## src/rtl/uart_tx.sv

```systemverilog
// 8N1 UART transmitter with a one-byte holding register, so back-to-back
// frames leave the line with no idle gap between them.
module uart_tx #(
  parameter int unsigned p_CLKs_PB = 217
) (
  input  logic       i_Clk,
  input  logic       i_Rst_n,
  input  logic       i_Tx_Valid,
  input  logic [7:0] i_Tx_Byte,
  output logic       o_Tx_Ready,
  output logic       o_Tx_UART,
  output logic       o_Tx_Active,
  output logic       o_Tx_Completed
);

  localparam int unsigned           c_CNT_W = $clog2(p_CLKs_PB);
  localparam logic [c_CNT_W-1:0]    c_LAST  = c_CNT_W'(p_CLKs_PB - 1);
  localparam logic [c_CNT_W-1:0]    c_PRE   = c_CNT_W'(p_CLKs_PB - 2);

  typedef enum logic [1:0] {IDLE, START, DATA, STOP} state_t;

  state_t             r_State;
  logic [c_CNT_W-1:0] r_Count;
  logic [2:0]         r_Bit_Idx;
  logic [7:0]         r_Shift;
  logic [7:0]         r_Hold;
  logic               r_Hold_Full;
  logic               w_Accept;
  logic               w_Bit_End;

  assign o_Tx_Ready = ~r_Hold_Full;
  assign w_Accept   = i_Tx_Valid & ~r_Hold_Full;
  assign w_Bit_End  = (r_Count == c_LAST);

  // NOTE: all state below uses non-blocking assignments so every branch sees
  // the pre-edge values; the data registers are reset too since they are tiny.
  always_ff @(posedge i_Clk or negedge i_Rst_n) begin
    if (!i_Rst_n) begin
      r_State        <= IDLE;
      r_Count        <= '0;
      r_Bit_Idx      <= '0;
      r_Shift        <= '0;
      r_Hold         <= '0;
      r_Hold_Full    <= 1'b0;
      o_Tx_UART      <= 1'b1;
      o_Tx_Active    <= 1'b0;
      o_Tx_Completed <= 1'b0;
    end else begin
      o_Tx_Completed <= 1'b0;

      // Acceptance needs an empty holding register and a load needs a full
      // one, so the two never collide on the same edge.
      if (w_Accept) begin
        r_Hold      <= i_Tx_Byte;
        r_Hold_Full <= 1'b1;
      end

      case (r_State)
        IDLE: begin
          if (r_Hold_Full) begin
            r_State     <= START;
            r_Shift     <= r_Hold;
            r_Hold_Full <= 1'b0;
            r_Count     <= '0;
            o_Tx_UART   <= 1'b0;
            o_Tx_Active <= 1'b1;
          end
        end

        START: begin
          if (w_Bit_End) begin
            r_State   <= DATA;
            r_Count   <= '0;
            r_Bit_Idx <= '0;
            o_Tx_UART <= r_Shift[0];
          end else begin
            r_Count <= r_Count + c_CNT_W'(1);
          end
        end

        DATA: begin
          if (w_Bit_End) begin
            r_Count <= '0;
            if (r_Bit_Idx == 3'd7) begin
              r_State   <= STOP;
              o_Tx_UART <= 1'b1;
            end else begin
              r_Bit_Idx <= r_Bit_Idx + 3'd1;
              r_Shift   <= r_Shift >> 1;
              o_Tx_UART <= r_Shift[1];
            end
          end else begin
            r_Count <= r_Count + c_CNT_W'(1);
          end
        end

        STOP: begin
          if (w_Bit_End) begin
            r_Count <= '0;
            if (r_Hold_Full) begin
              r_State     <= START;
              r_Shift     <= r_Hold;
              r_Hold_Full <= 1'b0;
              o_Tx_UART   <= 1'b0;
            end else begin
              r_State     <= IDLE;
              o_Tx_Active <= 1'b0;
            end
          end else begin
            r_Count <= r_Count + c_CNT_W'(1);
            // Registered pulse lands exactly on the final stop-bit cycle.
            if (r_Count == c_PRE) o_Tx_Completed <= 1'b1;
          end
        end

        default: r_State <= IDLE;
      endcase
    end
  end

endmodule

```

## config.mk

```make
export PLATFORM = sky130hd
export DESIGN_NAME = uart_tx
export DESIGN_NICKNAME = d
export VERILOG_FILES = /design/src/rtl/uart_tx.sv
export SDC_FILE = /design/constraint.sdc
export NUM_CORES = 1
export LEC_CHECK = 0
export CAP_MARGIN = 30
export CORE_ASPECT_RATIO = 1.75
export CORE_MARGIN = 1.5
export CORE_UTILIZATION = 45
export DETAILED_ROUTE_END_ITERATION = 16
export HOLD_SLACK_MARGIN = 0.06
export PLACE_DENSITY = 0.65
export SYNTH_ARGS = -nofsm -noshare
export SYNTH_HDL_FRONTEND = slang
export SYNTH_SLANG_ARGS = --single-unit
```

## constraint.sdc

```tcl
create_clock -name i_Clk -period 2.9 [get_ports i_Clk]
set_clock_uncertainty 0.1 [all_clocks]
set_input_delay 0.435 -clock i_Clk [delete_from_list [all_inputs] [get_ports i_Clk]]
set_output_delay 0.435 -clock i_Clk [all_outputs]
set_load 0.1 [all_outputs]
```

==> results.cfg <==
[status]
status = completed

[routing]
wl_per_cell_um = 15.8
firstDrtPassIters = 4
drt_iter0_drc = 32
drcViolationCount = 0
wl_mm = 3.48
ant_nets = 0
viasPerCell = 5.70
vias = 1255

[timing]
slew-limit-headroom_pct = 49.7
fin_crit_ns = 2.28
max_freq_mhz = 438
drv_slew = 0
final_hold_viol_count = 0
setup_viol = 0
rsz0062_at_grt = no
tns_ns = 0
min_period_over_period_pct = 78.8
tightest_slew_ns = 0.755

[worst_setup_path]
start_kind = register
r2r_setup_slack_ns = 0.62
worstPathRequired_ns = 2.96
r2r-end = r_Shift[7]$_DFFE_PN0P_
crit_path_end_kind = register
crit_family = adder cells
cp_max_fo = 19
crit_type = register to register
worstPathCellList = inv_1 > ha_1 > nor2_1 > a211oi_2 > o21ai_4 > mux2_1
reg2reg_depth = 6
crit_arrival_ns = 2.35
critPathMaxStageDelay_ns = 0.67
cp_slowest_cell = ha_1
worstReg2RegStart = r_State[0]$_DFFE_PN0P_
critPathBufInv = 1

[synthesis]
synth_area_leaders = dfrtp_1, mux2_2, ha_1, a22o_1, a21o_1
post-synth-top-count-cell = dfrtp_1
synthFlopType = dfrtp_1
ys_warn_count = 0
synth-edff-count = 0
postSynthCellCount = 155
ys_ff_latch = 33
syn-mean-instance-area_um2 = 11.7
yosysTopAreaCell = dfrtp_1
post-synth-top-area-fraction_pct = 44.3
yosysUniqueCellTypes = 41
synth_fp_nets = 176
synth_commonest_cells = dfrtp_1, mux2_2, ha_1
synth_area_um2 = 1810
yosysSeqAreaShare_pct = 45.7
async_flop_share_pct = 100

[finish]
layout-drive-gt1-share_pct = 25.0
final_core_util_pct = 54.3
antennaDiodeCount = 0
syn_to_final_growth_pct = 16.0
nets = 192

[global_route]
grt_max_degree = 34
grt-ovfl-total = 0
antenna_found_initial = 0
grt_pass1_vias = 1316
track_usage_pct = 18.4
grt_pass1_wl_mm = 6.07

[place]
globalplace.congestion = 0.728
dp_hpwl_mm = 2.56
io_buffers = 14

[floorplanning]
die_w_um = 50.9
die_area_um2 = 4420
core.rowCount = 30
initial_utilization_pct = 46.8
num_io_pins = 15
die_h_um = 86.9
coreArea_um2 = 3870

[clocking]
htreeDepth = 2
clk_path_buf_depth = 2
ctsResizeCount = 0
cts.sinks = 33
clk_pin_slew_ns = 0.06
cts_hold_buf = 0
cts_made_buffers = 5
cts_root_buffer = clkbuf_8
cts_setup_buffers = 0
cts_tree = built
clkLatencyLatePin_ns = 0.28

[pwr]
leakagePower_uw = 0.000999
ir_worst_vdd_mv = 0.595
total_power_uw = 2270
powerDensity_nw_per_um2 = 1080

[flow_run]
maxCapViolations = 0

[min_path]
worstHoldPathCells = 1
min_to = r_Shift[6]$_DFFE_PN0P_
hold_path_class = register to register
hold_start = r_Shift[6]$_DFFE_PN0P_
state kept, by name, indices dropped and copies added, names as in the netlist:
signal / flops
r_Count: 8
o_Tx_Active: 1
o_Tx_UART: 1
o_Tx_Completed: 1
r_Hold: 8
r_Shift: 8
r_State: 2
r_Hold_Full: 1
r_Bit_Idx: 3
cell usage in the layout (no fill, tap or decap), types with 2 or more instances in the layout:
master,netlist,final
dfrtp_1,32,32
nor3b_1,2,2
nand2b_1,3,3
nand2_1,8,8
mux2_1,3,3
clkdlybuf4s50_1,0,10
a31oi_1,2,2
inv_1,7,7
clkbuf_8,0,6
nor2b_1,3,3
o22a_1,3,3
a22o_1,5,5
ha_1,10,10
a21o_1,5,5
nor3_1,3,3
mux2i_1,2,2
and3_1,3,3
nand3_1,3,3
o21ai_0,6,6
mux2_2,22,22
nor2_1,6,6
buf_4,0,6
cell families after synthesis:
logic type	Yosys count	share of synthesized area, %
adders and majority gates	10	6.92
buffers and inverters	14	3.18
muxes	27	16.7
AOI/OAI and AO/OA	33	14.8
DFF	33	45.7
and+or+nand+nor	38	12.7
how the worst max path moves through the flow:
stage / start / to / slack (ns) / cells after the start
floorplan: r_State[0]$_DFFE_PN0P_ / r_Shift[0]$_DFFE_PN0P_ / 1.03 / 6
global placement: r_State[0]$_DFFE_PN0P_ / r_Shift[5]$_DFFE_PN0P_ / 0.72 / 5
detailed placement: r_State[0]$_DFFE_PN0P_ / r_Shift[7]$_DFFE_PN0P_ / 0.61 / 6
CTS: r_State[0]$_DFFE_PN0P_ / r_Shift[7]$_DFFE_PN0P_ / 0.60 / 6
global route: r_State[0]$_DFFE_PN0P_ / r_Shift[1]$_DFFE_PN0P_ / 0.43 / 5
finish: r_State[0]$_DFFE_PN0P_ / r_Shift[7]$_DFFE_PN0P_ / 0.62 / 6
worst reg2reg max path, delay by kind of cell, from the launching register on:
kind	cells	cell delay (ns)
AOI/OAI and AO/OA	2	0.40
adders and majority gates	1	0.67
buffers and inverters	1	0.15
DFF	1	0.41
muxes	1	0.34
and+or+nand+nor	1	0.11
power breakdown:
| group | switching (µW) | total, µW | internal (µW) |
|---|---|---|---|
| clock | 161 | 441 | 280 |
| combinational | 569 | 1060 | 486 |
| sequential | 127 | 770 | 643 |
through the flow:
| step | hold slack [ns] | cell area, µm² | setup WS [ns] | instances |
|---|---|---|---|---|
| 4_1_cts | 0.397 | 2100 | 0.597 | 220 |
| 6_report | 0.391 | 2100 | 0.616 | 220 |
| 3_3_place_gp | 0.370 | 1980 | 0.724 | 212 |
| 3_5_place_dp | 0.381 | 1980 | 0.612 | 212 |
| 5_1_grt | 0.418 | 2100 | 0.432 | 220 |
| 2_1_floorplan | 0.0394 | 1810 | 1.03 | 155 |
final cells by class:
| type | count | area [µm²] |
|---|---|---|
| clock inverter | 1 | 30.0 |
| multi-input combinational | 108 | 925 |
| tap | 48 | 60.1 |
| timing repair buffer | 16 | 145 |
| clock buffer | 7 | 86.3 |
| fill | 352 | 1770 |
| inverter | 7 | 26.3 |
| sequential | 33 | 827 |
metal layers:
metal	global-route usage, %	wire [µm]
met5	0	0
met4	8.11	64
met3	3.95	106
met2	33.8	1970
met1	19.5	1330
(Power assumes the default switching activity.)
